[src/rtl/fifo_pkg.sv]
// Shared FIFO definitions: ceiling-log2 helper and read-mode selectors,
// common to the single- and dual-clock FIFOs.
package fifo_pkg;

  localparam int FIFO_MODE_STD  = 0;
  localparam int FIFO_MODE_FWFT = 1;

  // Smallest r with 2**r >= value; loop bound keeps it elaboration-friendly.
  function automatic int clog2(input int value);
    int r;
    r = 0;
    for (int i = 0; i < 31; i++)
      if ((1 << i) < value) r = i + 1;
    return r;
  endfunction

endpackage

[src/rtl/fifo_wrap_ptr.sv]
// Modulo-DEPTH pointer: increments on inc_i, wraps from DEPTH-1 to 0,
// no power-of-two assumption.
module fifo_wrap_ptr
  import fifo_pkg::*;
#(
  parameter int DEPTH = 16,
  localparam int PW   = (clog2(DEPTH) < 1) ? 1 : clog2(DEPTH)
) (
  input  logic          clk_i,
  input  logic          rst_i,
  input  logic          inc_i,
  output logic [PW-1:0] ptr_o
);

  always_ff @(posedge clk_i) begin
    if (rst_i)
      ptr_o <= '0;
    else if (inc_i)
      ptr_o <= (ptr_o == PW'(DEPTH - 1)) ? '0 : ptr_o + PW'(1);
  end

endmodule

[src/rtl/sync_fifo_flex.sv]
// Single-clock FIFO of arbitrary depth with fill count, almost-full/empty
// thresholds, registered error pulses and standard or FWFT read mode.
module sync_fifo_flex
  import fifo_pkg::*;
#(
  parameter int WIDTH = 8,
  parameter int DEPTH = 16,
  parameter int AF_TH = 14,
  parameter int AE_TH = 2,
  parameter int FWFT  = FIFO_MODE_STD,
  localparam int CNT_W = clog2(DEPTH + 1)
) (
  input  logic             clk_i,
  input  logic             rst_i,
  input  logic             wr_en_i,
  input  logic [WIDTH-1:0] wdata_i,
  input  logic             rd_en_i,
  output logic [WIDTH-1:0] rdata_o,
  output logic             full_o,
  output logic             empty_o,
  output logic             almost_full_o,
  output logic             almost_empty_o,
  output logic [CNT_W-1:0] count_o,
  output logic             wr_error_o,
  output logic             rd_error_o
);

  localparam int PW = (clog2(DEPTH) < 1) ? 1 : clog2(DEPTH);

  logic [WIDTH-1:0] mem [DEPTH];
  logic [CNT_W-1:0] count;
  logic [PW-1:0]    wr_ptr, rd_ptr;
  logic             rd_acc, wr_acc;

  // A pop frees a slot in the same edge, so a full FIFO still takes a write.
  assign rd_acc = rd_en_i & (count != '0);
  assign wr_acc = wr_en_i & ((count != CNT_W'(DEPTH)) | rd_acc);

  fifo_wrap_ptr #(.DEPTH(DEPTH)) u_wr_ptr (
    .clk_i (clk_i),
    .rst_i (rst_i),
    .inc_i (wr_acc),
    .ptr_o (wr_ptr)
  );

  fifo_wrap_ptr #(.DEPTH(DEPTH)) u_rd_ptr (
    .clk_i (clk_i),
    .rst_i (rst_i),
    .inc_i (rd_acc),
    .ptr_o (rd_ptr)
  );

  // Storage is intentionally not reset.
  always_ff @(posedge clk_i) begin
    if (!rst_i && wr_acc)
      mem[wr_ptr] <= wdata_i;
  end

  always_ff @(posedge clk_i) begin
    if (rst_i) begin
      count      <= '0;
      wr_error_o <= 1'b0;
      rd_error_o <= 1'b0;
    end else begin
      case ({wr_acc, rd_acc})
        2'b10:   count <= count + CNT_W'(1);
        2'b01:   count <= count - CNT_W'(1);
        default: count <= count;
      endcase
      wr_error_o <= wr_en_i & ~wr_acc;
      rd_error_o <= rd_en_i & ~rd_acc;
    end
  end

  assign count_o        = count;
  assign full_o         = (count == CNT_W'(DEPTH));
  assign empty_o        = (count == '0);
  assign almost_full_o  = (count >= CNT_W'(AF_TH));
  assign almost_empty_o = (count <= CNT_W'(AE_TH));

  generate
    if (FWFT == FIFO_MODE_FWFT) begin : g_fwft
      assign rdata_o = empty_o ? '0 : mem[rd_ptr];
    end else begin : g_std
      logic [WIDTH-1:0] rdata_q;
      always_ff @(posedge clk_i) begin
        if (rst_i)
          rdata_q <= '0;
        else if (rd_acc)
          rdata_q <= mem[rd_ptr];
      end
      assign rdata_o = rdata_q;
    end
  endgenerate

endmodule
[config.mk]
export PLATFORM = sky130hd
export DESIGN_NAME = sync_fifo_flex
export DESIGN_NICKNAME = d
export VERILOG_FILES = /design/src/rtl/fifo_pkg.sv /design/src/rtl/fifo_wrap_ptr.sv /design/src/rtl/sync_fifo_flex.sv
export SDC_FILE = /design/constraint.sdc
export NUM_CORES = 1
export LEC_CHECK = 0
export ABC_AREA = 1
export BUFFER_PORTS_ARGS = -buffer_cell sky130_fd_sc_hd__buf_2
export CORE_MARGIN = 3
export CORE_UTILIZATION = 65
export DETAILED_ROUTE_END_ITERATION = 16
export PLACE_DENSITY = 0.82
export REMOVE_ABC_BUFFERS = 1
export SETUP_SLACK_MARGIN = 0.02
export SLEW_MARGIN = 40
export SYNTH_ARGS = -nofsm -noshare
export SYNTH_HDL_FRONTEND = slang
export SYNTH_SLANG_ARGS = --single-unit
export TNS_END_PERCENT = 5
[constraint.sdc]
create_clock -name clk_i -period 4.6 [get_ports clk_i]
set_input_delay 0.69 -clock clk_i [delete_from_list [all_inputs] [get_ports clk_i]]
set_output_delay 0.69 -clock clk_i [all_outputs]
set_load 0.01 [all_outputs]
# Yosys cells after proc, flatten, opt, wreduce, memory -nomap -nowiden
# Memories as Yosys holds them, arrays and structs flattened. A register that Yosys moved wholly into a read port is not among the register bits.
# Cells that the tools add are included.
# word_totals
regBits,15
latch_bits,0
mem_bits_rw,128
output_inout_bits,19
inputBits,12
rom_bits,0
memories,1
word_cells,35
# op_classes
magnitude_cmp,2
eq_ne,6
bitwise,7
n_div,0
n_mul,0
n_mux,5
n_shift,0
addsub,4
reduce_logical,5
# mem_list
name,words,word_bits,rd,rd_clocked_by_memory_dff,write_ports,line,source
mem,16,8,1,1,1,sync_fifo_flex.sv:30,logic [WIDTH-1:0] mem [DEPTH];
# ops
cell,n
case mux 5 bit (2 select lines),1
adder 4 x 1 -> 4 bit (second input constant),2
equality test 4 bit (second input constant),2
2-to-1 mux 4 bit,2
adder 5 x 1 -> 5 bit (second input constant),1
equality test 5 bit (second input constant),1
>= comparator 5 x 4 -> 1 bit (second input constant),1
less-or-equal comparator 5 x 2 -> 1 bit (second input constant),1
logical NOT 5 bit,1
!= test 5 bit (second input constant),1
nonzero test 5 bit,1
subtractor 5 x 1 -> 5 bit (second input constant),1
AND 1 bit,4
equality test 2 x 1 -> 1 bit (second input constant),1
equality test 2 bit (second input constant),1
2-to-1 mux 1 bit,2
NOT 1 bit,2
nonzero test 2 bit,1
logical AND 1 bit,1
logical NOT 1 bit,1
OR 1 bit,1

# Logic depth before layout (Yosys ltp)
# depth
depth_word,7
ltp_mapped,16
mapped_depth_nobuf,15

# Hierarchy
# A second synthesis with hierarchy kept.
# hier_totals
hier_cells,687
hier_area_um2,6710.2
# modules_own_cells
module,n_inst,area_each_um2,seq_area_each_um2,cells_per_inst
sync_fifo_flex,1,6319.8,4144.0,629
fifo_wrap_ptr,2,195.2,80.1,29

# Least setup slack after synthesis
# No wires, ideal clock.
# synth_path
path_kind,input to register
from,in rd_en_i
to,"reg count[4], in the netlist count_o[4]"
cell_stages,14
setup_slack_ps,2498
path_buffers,1
required_ps,4485
setup_ps,115
t_arrival_ps,1987
path_cell_list,nand2_4 > inv_2 > buf_6 > nand2_4 > inv_1 > fa_1 > nand2_1 > nand2_1 > a21oi_1 > nand2_1 > nand2_1 > nand3_1 > nand2_1 > nor2_1
# synth_between
elab_chain_cells,5
elab_cells_between_ends,7
cone_classes,2 x eq/ne; 1 x mux; 3 x bitwise; 1 x reduce/logical
# synth_lines
element,line,source
"start, declared",sync_fifo_flex.sv:17,"input logic rd_en_i,"
AND 1 bit (*),sync_fifo_flex.sv:36,assign rd_acc = rd_en_i & (count != '0);
OR 1 bit,sync_fifo_flex.sv:37,assign wr_acc = wr_en_i & ((count != CNT_W'(DEPTH)) | rd_acc);
AND 1 bit,sync_fifo_flex.sv:37,
equality test 2 x 1 -> 1 bit / equality test 2 bit (equally long branches),sync_fifo_flex.sv:65,"case ({wr_acc, rd_acc})"
case mux 5 bit (2 select lines) / nonzero test 2 bit (equally long branches),n/a,
"end signal, assigned",sync_fifo_flex.sv:66,2'b10: count <= count + CNT_W'(1);
"end signal, assigned",sync_fifo_flex.sv:67,2'b01: count <= count - CNT_W'(1);
"end signal, assigned",sync_fifo_flex.sv:68,default: count <= count;
"end, declared",sync_fifo_flex.sv:31,logic [CNT_W-1:0] count;
# Every way passes the cells marked *; elsewhere a longest branch is shown, timed or not.
# A chain may end at the register's enable or synchronous reset.

# Worst setup path in the final report
# layout_path
from,"reg count[1], in the netlist count_o[1]"
to,"reg count[4], in the netlist count_o[4]"
# layout_between
elab_chain_cells,6
elab_cells_between_ends,11
cone_classes,2 x add/sub; 3 x eq/ne; 1 x mux; 3 x bitwise; 2 x reduce/logical
# layout_lines
element,line
nonzero test 5 bit,sync_fifo_flex.sv:36
AND 1 bit,sync_fifo_flex.sv:36
OR 1 bit,sync_fifo_flex.sv:37
AND 1 bit,sync_fifo_flex.sv:37
equality test 2 x 1 -> 1 bit / equality test 2 bit (equally long branches),sync_fifo_flex.sv:65
case mux 5 bit (2 select lines) / nonzero test 2 bit (equally long branches),n/a
# Several ways; a longest one is shown, not always the timed one.

==> qor.csv <==
stage;metric;value;unit
sta;Worst Clk Skew;11.07;ps
cells_and_area;register area;4305;um^2
clock_tree;Post-CTS Setup Repair Bufs;0;
placed_design;Cells after DPL;704;
yosys;Syn Area/Cell;11.02;um^2
placed_design;gpl congestion;0.8850;
yosys;share of flip-flops with an asynchronous set or reset;0;
sta;Final min period;2344;ps
setup_path;CP Data Arrival Time;2760;ps
yosys;Seq/Total Area, Yosys;0.6843;
clock_tree;Clock Latency Late Sink;530;ps
floorplanning;io pins;31;
placed_design;detailed placement HPWL;8.196;mm
power;clock share of power;0.351;
sta;setup violators final;0;
floorplanning;Cell Rows;35;
global_routing;vias in the first global route;4289;
setup_path;Worst Setup Start Kind;flip-flop;
setup_path;Worst R2R Setup Slack;2260;ps
power;P_leak;2.605;nW
floorplanning;core area;9328;um^2
clock_tree;CTS Buf Count;17;
sta;Slew Viols, Final;0;
cells_and_area;Area growth syn-to-layout;11.66;%
clock_tree;Clock transition at path regs;60;ps
cells_and_area;number of fill cells;617;
setup_path;end of the critical path;count_o[4]$_SDFFE_PP0P_;
cells_and_area;cell area after layout;7023;um^2
cells_and_area;fin nets;615;
routing;Avg Vias per Cell;5.924;
floorplanning;Die Y;104.4;um
clock_tree;CTS tree;done;
placed_design;I/O Buffers;30;
clock_tree;CTS Buffer Depth;2;
outcome;outcome;complete, no violations;
power;Combinational Power Share;0.217;
power;Worst IR Drop VDD;325.4;uV
floorplanning;die area;10890;um^2
setup_path;CP Capture Type;flip-flop;
power;PwrDens;528.9;nW/um^2
yosys;Post-Syn Area;6290;um^2
floorplanning;Die Width;104.4;um
yosys;number of synthesized flops with an enable pin;128;
power;NetSw;1.144;mW
sta;Slew HR;0.4817;
power;switch share;0.3080;
cells_and_area;layout cell share with drive strength beyond 1;0.1236;
power;sequential share of power;0.432;
routing;DR iter-0 viols;443;
clock_tree;cells resized by post-CTS repair;0;
routing;drt drc;0;
floorplanning;Initial Util;0.6743;
yosys;ys flop type;edfxtp_1;
run;MaxCap Viol Count;0;
hold_path;Hold WC Path Type;primary input to flip-flop;
setup_path;CP max FO;20;
routing;WL/cell;18.85;um
clock_tree;hold buffers post-CTS;0;
cells_and_area;most frequent cells in the layout;edfxtp_1 (128), nor2_1 (102), nand2_1 (95), nand3_1 (60), o21ai_0 (50);
sta;TNS Setup;0;ps
clock_tree;CTS Root Cell;clkbuf_8;
sta;Min Hold Slack;462.0;ps
routing;DR vias;4360;
yosys;Syn Inst Count;571;
setup_path;category of the most critical setup path;flip-flop to flip-flop;
power;P_int;2.570;mW
setup_path;RR Endpoint;count_o[4]$_SDFFE_PP0P_;
placed_design;Area after DPL;6459;um^2
global_routing;first-pass GRT wire length;22.05;mm
sta;Hold Vio Cnt, Final;0;
yosys;FF+latch count, synth;151;
cells_and_area;Layout Cells excl Fill;736;
cells_and_area;ANT cells;0;
global_routing;Total Routing Usage GR;0.2655;
setup_path;Reg2Reg Depth;15;
routing;router iterations before antenna repair;7;
routing;total wire length;13.88;mm
cells_and_area;commonest non-fill, non-tap cell in the layout;edfxtp_1;
global_routing;initial antenna violation count;0;
clock_tree;Sink Count;151;
clock_tree;H-tree Lvls;4;
yosys;Distinct cells, synth;27;
sta;Fmax;0.4266;GHz
routing;number of routed nets with antenna violations;0;
setup_path;worst r2r src;count_o[1]$_SDFFE_PP0P_;
sta;Tightest Pin Transition;774.6;ps
setup_path;critical path required time;5020;ps
global_routing;GRT overflow;0;
global_routing;largest net degree at the start of global routing;68;
power;Power Total;3.715;mW
yosys;Yosys warning count;0;
sta;RSZ-0062 raised after global routing;no;
setup_path;worst setup path start;count_o[1]$_SDFFE_PP0P_;
sta;crit share post-route;0.5096;
cells_and_area;multi-input combinational cell area;1748;um^2
## sequential cells by signal, summed over array words and instances (netlist names)
signal          flops
count_o             5
mem               128
rd_error_o          1
rdata_o             8
u_rd_ptr.ptr_o      4
u_wr_ptr.ptr_o      4
wr_error_o          1
## worst max-delay path, cell delays in order (launching register included)
cell and delay [ps]:
dfxtp_1 480, nor2_2 90, nand3_2 110, nand2_4 80, inv_2 270, nand2_4 90, inv_1 160, ha_1 300
nand2_1 90, nand2_1 50, a21oi_1 170, nand2_1 70, nand2_1 90, nand3_1 70, nand2_1 70, nor2_1 50
## worst min path at each step
stage,from,to,slack (ps),cells past startpoint
finish,rst_i,u_wr_ptr.ptr_o[2]$_SDFFE_PP0P_,460,2
global route,rst_i,u_rd_ptr.ptr_o[0]$_SDFFE_PP0P_,460,2
CTS,rst_i,u_wr_ptr.ptr_o[2]$_SDFFE_PP0P_,450,2
detailed placement,u_wr_ptr.ptr_o[0]$_SDFFE_PP0P_,u_wr_ptr.ptr_o[0]$_SDFFE_PP0P_,530,2
global placement,u_wr_ptr.ptr_o[0]$_SDFFE_PP0P_,u_wr_ptr.ptr_o[0]$_SDFFE_PP0P_,520,2
floorplan,u_wr_ptr.ptr_o[0]$_SDFFE_PP0P_,u_wr_ptr.ptr_o[0]$_SDFFE_PP0P_,490,2
## power by group through the flow
stage	combinational, mW	sequential, mW	clock (mW)
2_1_floorplan	0.447	1.68	0
5_1_grt	0.892	1.61	1.37
3_3_place_gp	0.757	1.63	0
4_1_cts	0.794	1.60	1.30
6_report	0.805	1.61	1.30
3_5_place_dp	0.785	1.63	0
## cells by family after synthesis
| logic type | Yosys count | share of synthesized area |
|---|---|---|
| flip-flops | 151 | 0.6843 |
| adder cells (fa/ha/maj) | 9 | 0.01910 |
| AO/OA/AOI/OAI | 91 | 0.07301 |
| AND/OR/NAND/NOR | 267 | 0.1788 |
| buffers and inverters | 48 | 0.03780 |
| XOR/XNOR | 5 | 0.006962 |
## area by class of cell
class | count | area share
well taps | 129 | 0.02298
clock inverters | 12 | 0.01835
clock buffers | 20 | 0.06200
multi-input cells | 372 | 0.2489
inverters | 20 | 0.01122
repair buffers | 32 | 0.02352
flip-flops and latches | 151 | 0.6130
## Yosys cell counts, types with 2 or more instances
cell	instances	area, um^2
edfxtp_1	128	3844
nor2_1	102	382.9
nand2_1	95	356.6
nand3_1	60	300.3
o21ai_0	50	250.2
a21oi_1	26	130.1
dfxtp_1	23	460.4
inv_1	14	52.55
o21ai_1	14	70.07
buf_2	12	60.06
ha_1	8	100.1
clkbuf_1	7	26.28
buf_4	5	37.54
xor2_1	5	43.79
buf_6	3	33.78
inv_2	3	11.26
nand2_4	3	33.78
clkinv_1	2	7.510
nor2_2	2	12.51
nor3_1	2	10.01
## layer usage
metal	GRT usage	vias up	routed length, um	share of wire
li1	-	2026	-	-
met1	0.3592	2056	5641	0.41
met2	0.4248	250	6706	0.48
met3	0.05711	28	1255	0.090
met4	0.1035	0	272	0.020
met5	0	-	0	0
## through the flow
step	util	setup WS, ps
2_1_floorplan	-	1922
3_3_place_gp	0.6922	2250
3_5_place_dp	0.6924	2148
4_1_cts	0.7529	2262
5_1_grt	0.7529	2059
6_report	0.7529	2256
Power figures use the tool's default switching activity.
